### config.mk
export PLATFORM = sky130hd
export DESIGN_NAME = mul_div_unit
export DESIGN_NICKNAME = d
export VERILOG_FILES = /design/src/rtl/mul_div_unit.sv
export SDC_FILE = /design/constraint.sdc
export NUM_CORES = 1
export LEC_CHECK = 0
export ABC_AREA = 1
export BUFFER_PORTS_ARGS = -buffer_cell sky130_fd_sc_hd__buf_2
export CELL_PAD_IN_SITES_DETAIL_PLACEMENT = 0
export CELL_PAD_IN_SITES_GLOBAL_PLACEMENT = 2
export CORE_MARGIN = 2
export CORE_UTILIZATION = 34
export DETAILED_ROUTE_END_ITERATION = 8
export PLACE_DENSITY = 0.85
export SLEW_MARGIN = 40
export SYNTH_ARGS = -nofsm -noshare
export SYNTH_HDL_FRONTEND = slang
export SYNTH_SLANG_ARGS = --single-unit
### constraint.sdc
create_clock -name clk -period 7.6 [get_ports clk]
set_clock_uncertainty 0.1 [all_clocks]
set_input_delay 0.38 -clock clk [delete_from_list [all_inputs] [get_ports clk]]
set_output_delay 0.38 -clock clk [all_outputs]
set_load 0.05 [all_outputs]
### src/rtl/mul_div_unit.sv
// Iterative RISC-V M-extension multiply/divide unit.
// One operand bit per cycle for XLEN cycles, then one sign-fix cycle, so the
// latency is the same for every op and every operand value.
//
// state | meaning
// IDLE  | waiting for start; result holds the last value
// CALC  | XLEN shift-add (multiply) or restoring-divide steps
// FIX   | sign correction, result select and register
module mul_div_unit #(
    parameter int XLEN = 32
) (
    input  logic            clk,
    input  logic            rst,
    input  logic            start,
    input  logic [2:0]      funct3,
    input  logic [XLEN-1:0] a,
    input  logic [XLEN-1:0] b,
    output logic            busy,
    output logic            done,
    output logic [XLEN-1:0] result
);

    localparam int CW = $clog2(XLEN + 1);

    localparam logic [2:0] OP_MUL    = 3'b000;
    localparam logic [2:0] OP_MULH   = 3'b001;
    localparam logic [2:0] OP_MULHSU = 3'b010;
    localparam logic [2:0] OP_MULHU  = 3'b011;
    localparam logic [2:0] OP_DIV    = 3'b100;
    localparam logic [2:0] OP_DIVU   = 3'b101;
    localparam logic [2:0] OP_REM    = 3'b110;

    typedef enum logic [1:0] {
        IDLE = 2'b00,
        CALC = 2'b01,
        FIX  = 2'b10
    } state_t;

    state_t state;
    state_t state_next;

    // latched operation context
    logic [2:0]        op;
    logic              neg_a;
    logic              neg_b;
    logic [XLEN-1:0]   mag_a;
    logic [XLEN-1:0]   mag_b;
    logic [CW-1:0]     count;

    // multiply accumulator: high half partial sum, low half remaining multiplier bits
    logic [2*XLEN-1:0] acc;
    // divide: remainder fits XLEN bits between steps; quo starts as the dividend
    logic [XLEN-1:0]   rem;
    logic [XLEN-1:0]   quo;

    // acceptance-time operand decode
    logic              signed_a_in;
    logic              signed_b_in;
    logic              neg_a_in;
    logic              neg_b_in;
    logic [XLEN-1:0]   mag_a_in;
    logic [XLEN-1:0]   mag_b_in;

    // per-step datapath
    logic [XLEN:0]     mul_sum;
    logic [2*XLEN-1:0] acc_step;
    logic [XLEN:0]     div_shift;
    logic              div_ok;
    logic [XLEN-1:0]   div_diff;
    logic [XLEN-1:0]   rem_step;
    logic [XLEN-1:0]   quo_step;

    // sign fix
    logic [2*XLEN-1:0] prod_fix;
    logic [XLEN-1:0]   quo_fix;
    logic [XLEN-1:0]   rem_fix;
    logic [XLEN-1:0]   result_next;

    assign busy = (state != IDLE);

    // decode signedness of the incoming op and take operand magnitudes
    always_comb begin
        signed_a_in = (funct3 == OP_MULH) || (funct3 == OP_MULHSU) ||
                      (funct3 == OP_DIV)  || (funct3 == OP_REM);
        signed_b_in = (funct3 == OP_MULH) || (funct3 == OP_DIV) ||
                      (funct3 == OP_REM);
        neg_a_in    = signed_a_in & a[XLEN-1];
        neg_b_in    = signed_b_in & b[XLEN-1];
        mag_a_in    = neg_a_in ? -a : a;
        mag_b_in    = neg_b_in ? -b : b;
    end

    // one shift-add step and one restoring-divide step
    always_comb begin
        mul_sum   = {1'b0, acc[2*XLEN-1:XLEN]} + {1'b0, (acc[0] ? mag_a : {XLEN{1'b0}})};
        acc_step  = {mul_sum, acc[XLEN-1:1]};
        div_shift = {rem, quo[XLEN-1]};
        div_ok    = (div_shift >= {1'b0, mag_b});
        // when the subtract succeeds the true difference is below mag_b, so XLEN bits suffice
        div_diff  = div_shift[XLEN-1:0] - mag_b;
        rem_step  = div_ok ? div_diff : div_shift[XLEN-1:0];
        quo_step  = {quo[XLEN-2:0], div_ok};
    end

    // sign correction and result select; divide by zero keeps an all-ones quotient
    always_comb begin
        prod_fix = (neg_a ^ neg_b) ? -acc : acc;
        quo_fix  = ((neg_a ^ neg_b) && (mag_b != '0)) ? -quo : quo;
        rem_fix  = neg_a ? -rem : rem;
        case (op)
            OP_MUL:                     result_next = prod_fix[XLEN-1:0];
            OP_MULH, OP_MULHSU,
            OP_MULHU:                   result_next = prod_fix[2*XLEN-1:XLEN];
            OP_DIV, OP_DIVU:            result_next = quo_fix;
            default:                    result_next = rem_fix;
        endcase
    end

    // next-state logic
    always_comb begin
        state_next = state;
        case (state)
            IDLE:    if (start) state_next = CALC;
            CALC:    if (count == CW'(1)) state_next = FIX;
            FIX:     state_next = IDLE;
            default: state_next = IDLE;
        endcase
    end

    // state register
    always_ff @(posedge clk or posedge rst) begin
        if (rst) state <= IDLE;
        else     state <= state_next;
    end

    // operand latch, iteration registers, result and done pulse
    always_ff @(posedge clk or posedge rst) begin
        if (rst) begin
            op     <= '0;
            neg_a  <= 1'b0;
            neg_b  <= 1'b0;
            mag_a  <= '0;
            mag_b  <= '0;
            count  <= '0;
            acc    <= '0;
            rem    <= '0;
            quo    <= '0;
            result <= '0;
            done   <= 1'b0;
        end else begin
            done <= (state == FIX);
            case (state)
                IDLE: begin
                    if (start) begin
                        op    <= funct3;
                        neg_a <= neg_a_in;
                        neg_b <= neg_b_in;
                        mag_a <= mag_a_in;
                        mag_b <= mag_b_in;
                        count <= CW'(XLEN);
                        acc   <= {{XLEN{1'b0}}, mag_b_in};
                        rem   <= '0;
                        quo   <= mag_a_in;
                    end
                end
                CALC: begin
                    count <= count - CW'(1);
                    if (op[2]) begin
                        rem <= rem_step;
                        quo <= quo_step;
                    end else begin
                        acc <= acc_step;
                    end
                end
                FIX: begin
                    result <= result_next;
                end
                default: ;
            endcase
        end
    end

endmodule

==> summary.md, run 1 <==
| Metric | Value |
|---|---|
| Post-synthesis cell type count | `48` |
| Clock latency at the later pin of the worst-skew pair | `just over 0.6 ns` |
| Multi-input gate area | `~13000 um2` |
| Global-route wire length before repair | `136000 um` |
| Clk pwr share | `51.6%` |
| Reg-to-reg slack, setup | `4.17 ns` |
| Antenna violations before repair | `1` |
| Residual DRC | `0` |
| Final Total Pwr | `2990 uW` |
| CTS root buffer | `clkbuf_16` |
| Fin crit period | `3.43 ns` |
| Critical setup path kind | `flip-flop to flip-flop` |
| Hold_sp | `a[20]` |
| CTS Buf Count | `31` |
| Mapped Cells | `3462` |
| CTS tree | `built` |
| Metal2 WL | `38300 um` |
| IO Pins | `between 100 and 150` |
| Worst reg2reg path depth | `12` |
| Synth Area in Compound Gates | `14.8%` |
| Finish-stage setup viols | `0` |
| Syn_nets | `3605` |
| Crit path max fanout | `56` |
| Worst Hold Depth | `3` |
| RR Endpoint | `acc[10]$_DFFE_PP0P_` |
| Worst-Margin Slew | `0.845 ns` |
| DRT Pass-1 Iters | `6` |
| Number of antenna diodes | `0` |
| Largest family of logic cells by synthesized area | `simple AND/OR/NAND/NOR gates` |
| Gpl congestion | `0.983` |
| Slew Limit Fails | `0` |
| Final hold viol count | `0` |
| Antenna viol nets, final | `0` |
| Total wire length | `90300 um` |
| Register area | `~6000 um2` |
| Max transition margin | `between 40% and 50%` |
| Tcrit/Tclk final | `45.2%` |
| CTS max path bufs | `3` |
| Syn-to-layout area delta | `11.7%` |
| Die X | `252 um` |
| Nets | `3670` |
| Effective utilization at floorplan | `34.2%` |
| Simple-gate share of the synthesized area | `39.2%` |
| TNS Setup | `0 ns` |
| Vias per inst | `5.28` |
| Vias in the first global route | `21200` |
| Required time worst endpoint | `7.98 ns` |
| Sink Count | `238` |
| Data arrival time of the critical path | `3.81 ns` |
| # hold bufs at CTS | `14` |
| Die area | `between 60000 and 70000 um2` |
| Initial DRC count | `between 2000 and 2500` |
| Register bit total from synthesis | `238` |
| Port buffer count | `around 100` |
| CTS clk-pin slew, worst paths | `0.06 ns` |
| YS warnings | `0` |
| Met3 Routed Length | `5460 um` |
| Logic pwr share | `under 10%` |
| Setup Buffers After CTS | `0` |
| MaxCap Viol Count | `0` |
| Startpoint types | `flip-flop` |
| Worst hold endpoint | `mag_a[20]$_DFFE_PP0P_` |
| Fillers | `~6900` |
| Via Count | `22900` |
| Fmax | `0.291 GHz` |
| Sequential area share after synthesis | `28.4%` |
| Wire length per cell | `20.8 um` |
| Wl on met1 | `between 40000 and 50000 um` |
| Worst setup EP type | `flip-flop` |
| Worst IR drop on VDD | `~0.00018 V` |
| Top sig layer | `met4` |
| Placement Rows | `between 90 and 100` |
| Tot GR Track Use | `28.1%` |
| Flop pwr share | `42.3%` |
| Largest net degree at the start of global routing | `130` |
| Core area | `61400 um2` |
| Xor-xnor portion of the synthesized cell area | `3.17%` |
| Int Power | `between 2000 and 2500 uW` |
| DP HPWL | `a little over 70000 um` |
| Leak Pwr | `0.0119 uW` |
| Mux share of post-synthesis cell area | `0%` |
| Status | `finished clean` |
| CTS resizes | `0` |
| HP Class | `input pin to flip-flop` |
| RR Startpoint | `state[1]$_DFFE_PP0P_` |
| Layout cell share with drive strength beyond 1 | `6.96%` |
| Unrepaired setup endpoints after global routing | `false` |
| Height of the die | `about 250 um` |
| Area share of fa/ha/maj cells after synthesis | `about 4.4%` |
| GRT overflow | `0` |
| Sw Ratio | `25.8%` |
| Mean Syn Cell Area | `6.06 um2` |
| Cell Pwr Density | `128 nW/um2` |
| Number of H-tree levels | `1` |
| Net Sw Power | `774 uW` |
| Synth Cell Area | `between 20000 and 25000 um2` |
==> cells by family (layout without fill, tap and decap cells) <==
logic type	count (synthesis)	after routing
flip-flops	238	238
AO/OA/AOI/OAI	577	577
AND/OR/NAND/NOR	1969	1969
adder cells (fa/ha/maj)	73	73
XOR/XNOR	75	75
buffers and inverters	530	618
==> sequential cells by signal, summed over array words and instances (netlist names) <==
signal  count
acc        64
neg_b       1
rem        32
state       2
done        1
mag_a      32
quo        32
count       6
op          3
mag_b      32
result     32
neg_a       1
==> critical path, cell delays in order (launching register included) <==
cell and delay (ns):
dfrtp_1 0.41, nor2_1 0.16, nand2_2 0.05, buf_4 0.31
inv_2 0.10, buf_4 0.31, nor2_2 0.07, buf_4 0.28
inv_1 0.54, buf_4 0.49, o21ai_0 0.18, a21oi_1 0.15
a21oi_1 0.05
==> synthesized netlist by cell type, drive strengths merged <==
master / number / area share, %
or2: 14 / 0.42
clkbuf: 54 / 0.97
fa: 2 / 0.19
o2111ai: 1 / 0.042
and2: 4 / 0.12
nor4: 3 / 0.089
o211ai: 23 / 0.82
nand4: 48 / 1.5
clkinv: 4 / 0.072
dfrtp: 238 / 28
inv: 420 / 7.5
nand3: 336 / 8.3
o21bai: 7 / 0.25
o21a: 4 / 0.14
nand3b: 17 / 0.61
a21boi: 5 / 0.18
nand2: 1031 / 19
a21o: 8 / 0.29
o21ai: 305 / 7.4
a21oi: 179 / 4.3
buf: 52 / 1.5
nor3: 26 / 0.64
a31oi: 21 / 0.63
xnor2: 19 / 0.83
nor2: 490 / 9.0
xor2: 56 / 2.3
o22ai: 21 / 0.63
o31ai: 2 / 0.072
o32ai: 1 / 0.042
ha: 71 / 4.2
==> per-layer routing <==
layer / global-route usage, % / vias up
met4: 5.46 / 0
li1: - / 11300
met3: 3.15 / 95
met5: 0 / -
met2: 42.4 / 744
met1: 43.1 / 10800
==> metrics by stage <==
step                      hold slack (ns)  setup slack (ns)  utilization, %  area (um2)  instances
after floorplan                     0.349             0.589               -       21000       3462
after global placement              0.364              4.27            36.1       22200       4268
after detailed placement            0.364              4.25            36.2       22200       4269
after CTS                         0.00158              4.23            38.1       23400       4339
after global routing               0.0405              3.88            38.2       23400       4340
final                              0.0285              4.17            38.2       23400       4340
==> power by group through the flow <==
stage          combinational, uW  sequential (uW)  clock [uW]
2_1_floorplan               91.4             1290           0
4_1_cts                      178             1270        1570
5_1_grt                      199             1270        1620
3_3_place_gp                 172             1290           0
6_report                     181             1270        1550
3_5_place_dp                 172             1290           0
==> worst max path at each step <==
stage,start,endpoint,slack [ns],cells after the start
after CTS,state[1]$_DFFE_PP0P_,acc[10]$_DFFE_PP0P_,4.23,12
after global placement,start,quo[24]$_DFFE_PP0P_,4.27,10
after floorplan,rst,acc[0]$_DFFE_PP0P_,0.59,1
after global routing,state[1]$_DFFE_PP0P_,acc[7]$_DFFE_PP0P_,3.88,12
after detailed placement,state[1]$_DFFE_PP0P_,acc[10]$_DFFE_PP0P_,4.25,12
final,state[1]$_DFFE_PP0P_,acc[10]$_DFFE_PP0P_,4.17,12
==> layout by cell type (no fill, tap or decap), types with 56 or more instances in the layout <==
cell type	n
a21oi_1	178
buf_2	103
dfrtp_1	237
ha_1	71
inv_1	411
nand2_1	1024
nand3_1	325
nor2_1	470
o21ai_0	279
xor2_1	56
==> area by class of cell <==
class | count | share of cell area (%)
Multi-Input combinational cell | 2694 | 55.3
Sequential cell | 238 | 25.4
Inverter | 424 | 6.85
Tap cell | 790 | 4.22
Timing Repair Buffer | 138 | 3.71
Clock buffer | 41 | 3.69
Clock inverter | 15 | 0.807
Power figures use the tool's default switching activity.
==> inputs of run 2 (changes only) <==
Settings changed: CORE_UTILIZATION 34 to 31, PLACE_DENSITY 0.85 to 0.82.
Clock period 7.6 ns to 3 ns, I/O delays scaled along.
==> run 2 against run 1 <==
Compared with the run above:
- non-clock buffer count rose by 107
- first-iteration DRC count shrank 10%
- clock-buffer cell count is 3 higher
- worst setup slack got worse by 3.9 ns
- clock power rose to 2.7 times the previous value
- sequential power rose to 2.5 times the previous value
- worst hold slack got worse by 0.0026 ns
- critical path type is now input pin to flip-flop
- largest cell class unchanged
- largest power group unchanged
==> summary.md, run 2 (synthesized netlist as in run 1, its figures left out) <==
| Metric | Value |
|---|---|
| Cell Pwr Density | `324 nW/um2 (+150%)` |
| Initial DRC count | `2039 (-10%)` |
| Final Non-Filler Cells | `4534 (+4.5%)` |
| Slew Limit Fails | `0 (unchanged)` |
| Worst IR drop on VDD | `0.000276 V (+55%)` |
| Total wire length | `91200 um (+1.0%)` |
| GR Util met1 | `38.1% (-4.9 points)` |
| CTS clk-pin slew, worst paths | `0.06 ns (about the same)` |
| Final hold viol count | `0 (unchanged)` |
| Layout cell share with drive strength beyond 1 | `8.77% (+1.8 points)` |
| Busiest grt layer | `met2` |
| CTS max path bufs | `3 (unchanged)` |
| DP HPWL | `74100 um (+2.3%)` |
| Reg-to-reg slack, setup | `0.25 ns (-3.92 ns)` |
| Status | `finished clean` |
| Crit path max fanout | `4 (-93%)` |
| Number of H-tree levels | `2 (+1)` |
| Vias per inst | `5.14 (-2.7%)` |
| Antenna violations before repair | `1 (unchanged)` |
| CTS tree | `built` |
| Placed Cells | `4418 (+3.5%)` |
| CTS root buffer | `clkbuf_16` |
| Data arrival time of the critical path | `3.14 ns (-0.67 ns)` |
| Largest register FFs | `64 (unchanged)` |
| RR Endpoint | `result[6]$_DFFE_PP0P_` |
| TNS Setup | `0 ns (unchanged)` |
| Nets | `3780 (+3.0%)` |
| Number of antenna diodes | `0 (unchanged)` |
| Grt met2 use | `39.8% (-2.6 points)` |
| Fillers | `7566 (+9.7%)` |
| Placement Rows | `95 (+4.4%)` |
| Clock latency at the later pin of the worst-skew pair | `0.56 ns (-0.05 ns)` |
| Reg with most FFs | `acc` |
| Startpoint types | `input pin` |
| Worst-Margin Slew | `0.830 ns (-0.0150 ns)` |
| Via Count | `23300 (+1.6%)` |
| GRT overflow | `0 (unchanged)` |
| Vias in the first global route | `22200 (+4.4%)` |
| Commonest non-fill, non-tap cells in the layout | `1024 x nand2_1, 469 x nor2_1, 411 x inv_1` |
| Finish-stage setup viols | `0 (unchanged)` |
| Port buffer count | `103 (unchanged)` |
| RR Startpoint | `acc[0]$_DFFE_PP0P_` |
| Residual DRC | `0 (unchanged)` |
| Effective utilization at floorplan | `31.3% (-2.9 points)` |
| Fin crit period | `2.77 ns` |
| Tot GR Track Use | `26.0% (-2.1 points)` |
| Worst setup EP type | `flip-flop` |
| Antenna viol nets, final | `0 (unchanged)` |
| Die X | `264 um (+4.7%)` |
| Gpl congestion | `0.961 (-2.2%)` |
| Required time worst endpoint | `3.37 ns (-4.61 ns)` |
| HP Class | `input pin to flip-flop` |
| Wire length per cell | `20.1 um (-3.3%)` |
| Height of the die | `264 um (+4.7%)` |
| Multi-input gate area | `12900 um2 (about the same)` |
| Sink Count | `238 (unchanged)` |
| IO Pins | `104 (unchanged)` |
| Fmax | `0.361 GHz` |
| Critical setup path kind | `input pin to flip-flop` |
| Worst hold margin | `0.0259 ns (-0.00262 ns)` |
| Max transition margin | `44.6% (+1.0 points)` |
| Unrepaired setup endpoints after global routing | `false` |
| Die area | `69800 um2 (+9.5%)` |
| Largest net degree at the start of global routing | `80 (-38%)` |
| DRT Pass-1 Iters | `6 (unchanged)` |
| Worst reg2reg path depth | `14 (+2)` |
| Worst Hold Depth | `5 (+2)` |
| Leak Pwr | `0.0125 uW (+4.6%)` |
| Worst hold endpoint | `quo[4]$_DFFE_PP0P_` |
| Register area | `5960 um2 (about the same)` |
| Hold_sp | `a[4]` |
| Most common cell after layout, fill and taps aside | `nand2_1` |
| MaxCap Viol Count | `0 (unchanged)` |
| CTS Buf Count | `34 (+9.7%)` |
| Met3 Resource Use GR | `3.33% (+0.18 points)` |
| Tcrit/Tclk final | `92.4%` |
| Syn-to-layout area delta | `17.2%` |
| Global-route wire length before repair | `139000 um (+2.1%)` |
| Final core occ | `36.7% (-1.5 points)` |
| Core area | `67000 um2 (+9.2%)` |
[run 2: cell count changes in the layout (fill, tap and decap cells not counted), moves of 4 or more]
cell           previous run  this run
dlygate4sd3_1            14        56
buf_4                    17        76
clkbuf_1                  5         1
buf_12                    1         9
clkbuf_16                31        35
[run 2: area by class of cell]
type                       count  share of cell area, %
sequential                   238                   24.2
timing repair buffer         245                   7.47
inverter                     424                   6.49
tap                          873                   4.44
multi-input combinational   2694                   52.7
clock inverter                16                  0.697
clock buffer                  44                   4.02
[run 2: what timing repair did]
| action | in CTS | in global routing |
|---|---|---|
| gates resized for setup | 0 | 3 |
| endpoints found under the hold margin | 203 | 0 |
| hold buffers | 56 | 0 |
| buffers inserted | 0 | 0 |
| endpoints found under the setup margin | 0 | 4 |
[run 2: worst max-delay path, stage by stage]
cell and delay (ns):
dlygate4sd3_1 0.55, buf_2 0.16, inv_1 0.21, ha_1 0.22, nand3_1 0.18, nor2_2 0.22
nand2_1 0.08, inv_1 0.08, nand2_1 0.08, inv_1 0.13, nand2_1 0.09, o21ai_1 0.18
nand2_1 0.09, dlygate4sd3_1 0.57, a31oi_1 0.16
[run 2: metal layers]
layer	vias up	wire length, um
li1	11600	-
met1	10900	44000
met2	736	39000
met3	108	5570
met4	2	2620
met5	-	15
[run 2: power breakdown]
group          leakage (uW)  switching, uW  internal (uW)
combinational       0.00909            345            177
clock              0.000565           1700           2530
sequential          0.00280              0           3210
[run 2: how the worst max path moves through the flow]
stage                   startpoint                     to  slack, ns
3_3_place_gp    acc[0]$_DFFE_PP0P_    acc[61]$_DFFE_PP0P_       0.24
5_1_grt        quo[31]$_DFFE_PP0P_    rem[26]$_DFFE_PP0P_      0.004
4_1_cts         acc[0]$_DFFE_PP0P_    acc[61]$_DFFE_PP0P_       0.20
3_5_place_dp    acc[0]$_DFFE_PP0P_    acc[61]$_DFFE_PP0P_       0.23
2_1_floorplan                  rst     acc[0]$_DFFE_PP0P_      -0.37
6_report                      a[0]  mag_a[20]$_DFFE_PP0P_       0.23
[run 2: per-stage QoR]
stage	area, um2	worst slack (ns)	power [uW]
2_1_floorplan	21000	-0.370	3500
3_3_place_gp	22800	0.236	3730
3_5_place_dp	22900	0.234	3730
4_1_cts	24600	0.196	8040
5_1_grt	24600	0.00394	8200
6_report	24600	0.227	7960
